File: config.mk
export PLATFORM = sky130hd
export DESIGN_NAME = load_store_unit
export DESIGN_NICKNAME = d
export VERILOG_FILES = /design/src/rtl/load_store_unit_pkg.sv /design/src/rtl/lsu_align.sv /design/src/rtl/load_store_unit.sv
export SDC_FILE = /design/constraint.sdc
export NUM_CORES = 1
export LEC_CHECK = 0
export ABC_AREA = 1
export CORE_MARGIN = 8
export CORE_UTILIZATION = 50
export DETAILED_ROUTE_END_ITERATION = 8
export MAX_ROUTING_LAYER = met4
export PLACE_DENSITY = 0.78
export RECOVER_POWER = 100
export SETUP_SLACK_MARGIN = 0.1
export SYNTH_ARGS = -nofsm -noshare
export SYNTH_HDL_FRONTEND = slang
export SYNTH_HIERARCHICAL = 1
export SYNTH_SLANG_ARGS = --single-unit
File: constraint.sdc
create_clock -name clk -period 5.29 [get_ports clk]
set_clock_uncertainty 0.2 [all_clocks]
set_input_delay 0.7935 -clock clk [delete_from_list [all_inputs] [get_ports clk]]
set_output_delay 0.7935 -clock clk [all_outputs]
set_load 0.01 [all_outputs]
File: src/rtl/load_store_unit_pkg.sv
`default_nettype none
// ============================================================================
// Module   : load_store_unit_pkg
// Purpose  : Shared definitions for the load/store unit: RV32 funct3 size
//            codes, the controller state enum and size helpers.
// Ports    : (package, none)
// Revision : 1.0 - initial release
// ============================================================================
package load_store_unit_pkg;

   localparam logic [2:0] c_F3_B  = 3'd0;   // LB / SB
   localparam logic [2:0] c_F3_H  = 3'd1;   // LH / SH
   localparam logic [2:0] c_F3_W  = 3'd2;   // LW / SW
   localparam logic [2:0] c_F3_BU = 3'd4;   // LBU
   localparam logic [2:0] c_F3_HU = 3'd5;   // LHU

   typedef enum logic [1:0] {
      IDLE = 2'd0,
      ACC1 = 2'd1,
      ACC2 = 2'd2,
      RESP = 2'd3
   } lsu_state_t;

   // Byte-lane mask for an access of the size encoded in funct3[1:0].
   function automatic logic [3:0] size_to_mask(input logic [1:0] i_sz);
      case (i_sz)
         2'd0:    return 4'b0001;
         2'd1:    return 4'b0011;
         default: return 4'b1111;
      endcase
   endfunction

   // Access size in bytes for the size encoded in funct3[1:0].
   function automatic logic [2:0] size_to_bytes(input logic [1:0] i_sz);
      case (i_sz)
         2'd0:    return 3'd1;
         2'd1:    return 3'd2;
         default: return 3'd4;
      endcase
   endfunction

endpackage
`default_nettype wire

File: src/rtl/lsu_align.sv
`default_nettype none
// ============================================================================
// Module   : lsu_align
// Purpose  : Combinational data alignment. Positions store data and byte
//            enables across the two words an access may touch, and extracts
//            plus sign/zero-extends load data from those two words.
// Ports    : i_off     byte offset within the first word
//            i_funct3  RV32 size/sign code
//            i_wdata   right-aligned store data
//            i_word0   first word read, i_word1 second word read (0 if none)
//            o_ld_data extended load result
//            o_wd_lo/o_wd_hi, o_we_lo/o_we_hi  store data/enables per word
// Revision : 1.0 - initial release
// ============================================================================
module lsu_align
   import load_store_unit_pkg::*;
(
   input  logic [1:0]  i_off,
   input  logic [2:0]  i_funct3,
   input  logic [31:0] i_wdata,
   input  logic [31:0] i_word0,
   input  logic [31:0] i_word1,
   output logic [31:0] o_ld_data,
   output logic [31:0] o_wd_lo,
   output logic [31:0] o_wd_hi,
   output logic [3:0]  o_we_lo,
   output logic [3:0]  o_we_hi
);

   logic [5:0]  w_shamt;
   logic [63:0] w_st_wide;
   logic [7:0]  w_we_wide;
   logic [31:0] w_ld_raw;

   assign w_shamt = {1'b0, i_off, 3'b000};

   // Shifting into a double-width vector splits the data naturally: the low
   // half belongs to the first word, whatever spills goes to the next word.
   assign w_st_wide = {32'h0, i_wdata} << w_shamt;
   assign w_we_wide = {4'h0, size_to_mask(i_funct3[1:0])} << i_off;

   assign o_wd_lo = w_st_wide[31:0];
   assign o_wd_hi = w_st_wide[63:32];
   assign o_we_lo = w_we_wide[3:0];
   assign o_we_hi = w_we_wide[7:4];

   assign w_ld_raw = 32'({i_word1, i_word0} >> w_shamt);

   always_comb begin
      o_ld_data = w_ld_raw;
      case (i_funct3)
         c_F3_B:  o_ld_data = {{24{w_ld_raw[7]}}, w_ld_raw[7:0]};
         c_F3_H:  o_ld_data = {{16{w_ld_raw[15]}}, w_ld_raw[15:0]};
         c_F3_BU: o_ld_data = {24'h0, w_ld_raw[7:0]};
         c_F3_HU: o_ld_data = {16'h0, w_ld_raw[15:0]};
         default: o_ld_data = w_ld_raw;
      endcase
   end

endmodule
`default_nettype wire

File: src/rtl/load_store_unit.sv
`default_nettype none
// ============================================================================
// Module   : load_store_unit
// Purpose  : RV32 load/store unit. Accepts one request at a time, performs
//            one or two word accesses (two when the access crosses a word
//            boundary) on a combinational-read memory, and holds the
//            response until the core takes it.
// Ports    : clk, rst_n (async active-low)
//            i_req_*/o_req_ready   core request handshake
//            o_resp_*/i_resp_ready core response handshake
//            o_daddr, o_dwdata, o_we, i_drdata  word memory port
// Revision : 1.0 - initial release
// ============================================================================
module load_store_unit
   import load_store_unit_pkg::*;
#(
   parameter int MEM_BYTES = 128
) (
   input  logic        clk,
   input  logic        rst_n,
   input  logic        i_req_valid,
   output logic        o_req_ready,
   input  logic        i_req_store,
   input  logic [2:0]  i_req_funct3,
   input  logic [31:0] i_req_addr,
   input  logic [31:0] i_req_wdata,
   output logic        o_resp_valid,
   input  logic        i_resp_ready,
   output logic [31:0] o_resp_rdata,
   output logic        o_resp_err,
   output logic [31:0] o_daddr,
   output logic [31:0] o_dwdata,
   output logic [3:0]  o_we,
   input  logic [31:0] i_drdata
);

   lsu_state_t  r_state;
   logic        r_store;
   logic [2:0]  r_funct3;
   logic [31:0] r_addr;
   logic [31:0] r_wdata;
   logic        r_err;
   logic        r_cross;
   logic [31:0] r_word0;

   logic        w_idle;
   logic        w_store;
   logic [2:0]  w_funct3;
   logic [31:0] w_addr;
   logic [31:0] w_wdata;
   logic        w_legal;
   logic [2:0]  w_size;
   logic [32:0] w_end;
   logic        w_err_new;
   logic        w_cross_new;
   logic [31:0] w_word0;
   logic [31:0] w_word1;
   logic [31:0] w_ld_data;
   logic [31:0] w_wd_lo;
   logic [31:0] w_wd_hi;
   logic [3:0]  w_we_lo;
   logic [3:0]  w_we_hi;

   // Outputs are registered, so the first access is set up on the accept
   // edge straight from the request inputs; afterwards the captured copy
   // drives the alignment logic.
   assign w_idle   = (r_state == IDLE);
   assign w_store  = w_idle ? i_req_store  : r_store;
   assign w_funct3 = w_idle ? i_req_funct3 : r_funct3;
   assign w_addr   = w_idle ? i_req_addr   : r_addr;
   assign w_wdata  = w_idle ? i_req_wdata  : r_wdata;

   always_comb begin
      w_legal = 1'b0;
      if (w_store)
         w_legal = (w_funct3 == c_F3_B) || (w_funct3 == c_F3_H) || (w_funct3 == c_F3_W);
      else
         w_legal = (w_funct3 == c_F3_B)  || (w_funct3 == c_F3_H)  || (w_funct3 == c_F3_W) ||
                   (w_funct3 == c_F3_BU) || (w_funct3 == c_F3_HU);
   end

   assign w_size      = size_to_bytes(w_funct3[1:0]);
   // 33-bit end address so an access near 2^32 cannot wrap into range.
   assign w_end       = {1'b0, w_addr} + {30'h0, w_size};
   assign w_err_new   = !w_legal || (w_end > 33'(MEM_BYTES));
   assign w_cross_new = ({1'b0, w_addr[1:0]} + w_size) > 3'd4;

   // Word0 is live on the bus during ACC1, word1 during ACC2; word1 stays 0
   // for a non-crossing access.
   assign w_word0 = (r_state == ACC1) ? i_drdata : r_word0;
   assign w_word1 = (r_state == ACC2) ? i_drdata : 32'h0;

   lsu_align u_align (
      .i_off     (w_addr[1:0]),
      .i_funct3  (w_funct3),
      .i_wdata   (w_wdata),
      .i_word0   (w_word0),
      .i_word1   (w_word1),
      .o_ld_data (w_ld_data),
      .o_wd_lo   (w_wd_lo),
      .o_wd_hi   (w_wd_hi),
      .o_we_lo   (w_we_lo),
      .o_we_hi   (w_we_hi)
   );

   always_ff @(posedge clk or negedge rst_n) begin
      if (!rst_n) begin
         r_state      <= IDLE;
         r_store      <= 1'b0;
         r_funct3     <= 3'h0;
         r_addr       <= 32'h0;
         r_wdata      <= 32'h0;
         r_err        <= 1'b0;
         r_cross      <= 1'b0;
         r_word0      <= 32'h0;
         o_req_ready  <= 1'b1;
         o_resp_valid <= 1'b0;
         o_resp_rdata <= 32'h0;
         o_resp_err   <= 1'b0;
         o_daddr      <= 32'h0;
         o_dwdata     <= 32'h0;
         o_we         <= 4'h0;
      end else begin
         case (r_state)
            IDLE: begin
               if (i_req_valid) begin
                  r_store     <= i_req_store;
                  r_funct3    <= i_req_funct3;
                  r_addr      <= i_req_addr;
                  r_wdata     <= i_req_wdata;
                  r_err       <= w_err_new;
                  r_cross     <= w_cross_new;
                  r_state     <= ACC1;
                  o_req_ready <= 1'b0;
                  o_daddr     <= {i_req_addr[31:2], 2'b00};
                  o_dwdata    <= w_wd_lo;
                  o_we        <= (i_req_store && !w_err_new) ? w_we_lo : 4'h0;
               end
            end
            ACC1: begin
               r_word0 <= i_drdata;
               if (!r_err && r_cross) begin
                  r_state  <= ACC2;
                  o_daddr  <= {r_addr[31:2], 2'b00} + 32'd4;
                  o_dwdata <= w_wd_hi;
                  o_we     <= r_store ? w_we_hi : 4'h0;
               end else begin
                  r_state      <= RESP;
                  o_daddr      <= 32'h0;
                  o_dwdata     <= 32'h0;
                  o_we         <= 4'h0;
                  o_resp_valid <= 1'b1;
                  o_resp_err   <= r_err;
                  o_resp_rdata <= (r_err || r_store) ? 32'h0 : w_ld_data;
               end
            end
            ACC2: begin
               r_state      <= RESP;
               o_daddr      <= 32'h0;
               o_dwdata     <= 32'h0;
               o_we         <= 4'h0;
               o_resp_valid <= 1'b1;
               o_resp_err   <= 1'b0;
               o_resp_rdata <= r_store ? 32'h0 : w_ld_data;
            end
            RESP: begin
               if (i_resp_ready) begin
                  r_state      <= IDLE;
                  o_req_ready  <= 1'b1;
                  o_resp_valid <= 1'b0;
                  o_resp_err   <= 1'b0;
                  o_resp_rdata <= 32'h0;
               end
            end
            default: r_state <= IDLE;
         endcase
      end
   end

endmodule
`default_nettype wire

==> reports/metrics.yaml <==
grt-busiest-layer: "met2"
ys_warn_count: 6
post_cts_buffers: 0
grt_max_degree: 121
cts.sinks: 205
hold_buffers: 0
fp-row-count: 60
met2_usage_pct: 44.9
post-place-ws_ns: 0.906
timing.fmax_mhz: 216
antenna_found_initial: 3
rsz0062_at_grt: "no"
drc: 0
num_vias: 13800
setup_tns_ns: 0
hold_class: "flip-flop to flip-flop"
slew_headroom_pct: -159
start_util_pct: 50.5
grt_pass1_vias: 13400
synth_area_per_cell_um2: 6.61
cp-start-kind: "flip-flop"
layout_min_cycle_time_ns: 4.64
syn_area_um2: 13500
areaGrowthSynthToFinish_pct: 20.9
grt_first_pass_wirelength_um: 71900
cpPeakStageDelay_ns: 0.87
placed_cell_area_um2: 15600
path_cells: "inv_1, ha_1, buf_4, o21ai_0, nor2_1, ha_1, fa_1, nand2_1, nand2_1, nand2_2, nor2_4, nand2_1, nand2_1, nand2_1, nand3_1, nor2_1, nand2_1, nor2_1, nand2_1, nor2_2, nand4_1, a21oi_1"
use_met1_pct: 34.8
wire_per_inst_um: 17.6
endpoint_kind: "flip-flop"
cts_tree: "done"
numCtsBuffers: 23
dr.pass1.iters: 6
timing.final.crit_share_pct: 87.7
worst_slew_pin_slew_ns: 3.89
violations: "max-capacitance violations, max-slew violations"
die_height_um: 180
critical_path_buf_inv_count: 2
gp_congestion: 0.934
power_mw: 11.0
register_area_um2: 5130
portBuffers: 204
path_delay_family: "simple AND/OR/NAND/NOR gates"
wl_um: 44700
clockRootBuffer: "clkbuf_16"
maxCapViolCount: 4
required_ns: 5.54
final_max_slew_viol_count: 227
clk_pin_slew_ns: 0.06
fin_ws_ns: 0.650
dp_hpwl_um: 32200
dp.cells: 2495
grt_util_met3_pct: 3.95
io_pins: 207
arrival_ns: 4.89
setup_viol_count_final: 0
finalInstanceArea_um2: 16300
antenna_left: 0
nets: 2294
vdd_drop_max_mv: 0.393
multi_input_area_um2: 6820
instances_no_fill: 2540
coreArea_um2: 26700
h-tree-depth: 1
cp-startpoint: "r_state[1]$_DFFE_PN0P_"
hp-start: "r_word0[0]$_DFF_PN0_"
status: "finished with violations"
cpMaxStageDelayCell: "o21ai_0"
synth_cells: 2042
finalHoldViolations: 0
routed_via_density: 5.43
crit-reg2reg-launch: "r_state[1]$_DFFE_PN0P_"
grt-ovfl-total: 0
clock_path_buffers: 3
drive_above_1_share_pct: 5.60
path_common_cell: "nand2_1"
insertion_delay_ns: 0.54
die-width_um: 180
static-leakage-power_nw: 8.01
num-fill-cells: 2552
fp.dieArea_um2: 32500
drt_iter0_drc: 1323
grt_usage_pct: 27.6
cts_resized: 0
critical_path_class: "flip-flop to flip-flop"
power_density_nw_per_um2: 675
crit_fanout: 33
==> state kept, by name, indices dropped and copies added (netlist names) <==
| register | flops |
|---|---|
| o_dwdata | 32 |
| o_resp_rdata | 32 |
| r_addr | 32 |
| r_wdata | 32 |
| r_word0 | 32 |
| o_daddr | 30 |
| o_we | 4 |
| r_funct3 | 3 |
| r_state | 2 |
| o_req_ready | 1 |
| o_resp_err | 1 |
| o_resp_valid | 1 |
| r_cross | 1 |
| r_err | 1 |
| r_store | 1 |
==> worst paths after layout <==
check | end | slack [ns] | cells after the start
worst max-delay path | o_we[3]$_DFFE_PN0P_ | 0.65 | 22
worst min-delay path | r_word0[0]$_DFF_PN0_ | 0.27 | 2
worst max register to register | o_we[3]$_DFFE_PN0P_ | 0.65 | 22
worst min register to register | r_word0[0]$_DFF_PN0_ | 0.27 | 2
max in group asynchronous | o_resp_rdata[0]$_DFFE_PN0P_ | 1.13 | 1
min in group asynchronous | o_daddr[9]$_DFFE_PN0P_ | 1.53 | 1
==> metal layers <==
metal | wire (µm) | up-vias
li1 | - | 6744
met4 | 1480 | 0
met3 | 2580 | 98
met1 | 19400 | 6476
met5 | 0 | -
met2 | 21300 | 483
==> layout make-up <==
type                    instances  share of cell area (%)
clock inverters                 9                   0.620
flip-flops and latches        205                    31.4
well taps                     341                    2.61
clock buffers                  33                    4.12
inverters                     261                    6.01
multi-input cells            1464                    41.8
diodes                          3                  0.0460
repair buffers                224                    13.4
==> worst min-delay path, cell delays in order, from the launching register on <==
cell,delay [ns]
dfrtp_1,0.32
nand2_1,0.05
nand2_1,0.06
==> cell usage in the layout (no fill, tap or decap), drive strengths merged, types with 2 or more instances in the layout <==
cell type / n
nand3b: 3
nand2: 662
xor2: 7
o21ai: 266
nand3: 133
nor2: 170
inv: 259
clkdlybuf4s50: 102
o211ai: 4
o22ai: 10
a22oi: 36
o22a: 2
conb: 11
nand4: 21
clkbuf: 39
bufinv: 2
diode: 3
clkinv: 8
buf: 14
dlygate4sd3: 101
dfrtp: 204
o21bai: 5
ha: 10
nor3b: 5
nor3: 13
and2: 9
or2: 6
a21oi: 83
==> metrics by stage <==
stage	util (%)	hold WS (ns)
floorplan	-	0.238
global placement	58.3	0.251
detailed placement	58.3	0.258
CTS	61.2	0.134
global route	61.1	0.294
finish	61.1	0.273
==> power by group <==
group          leakage, nW  internal [mW]  switching (mW)  total [mW]
logic                 5.01           2.15            4.51        6.66
clock network        0.384          0.982           0.699        1.68
registers             2.61           2.27           0.411        2.68
total                 8.01           5.40            5.62        11.0
No activity file was read; power rests on OpenSTA's default activity.
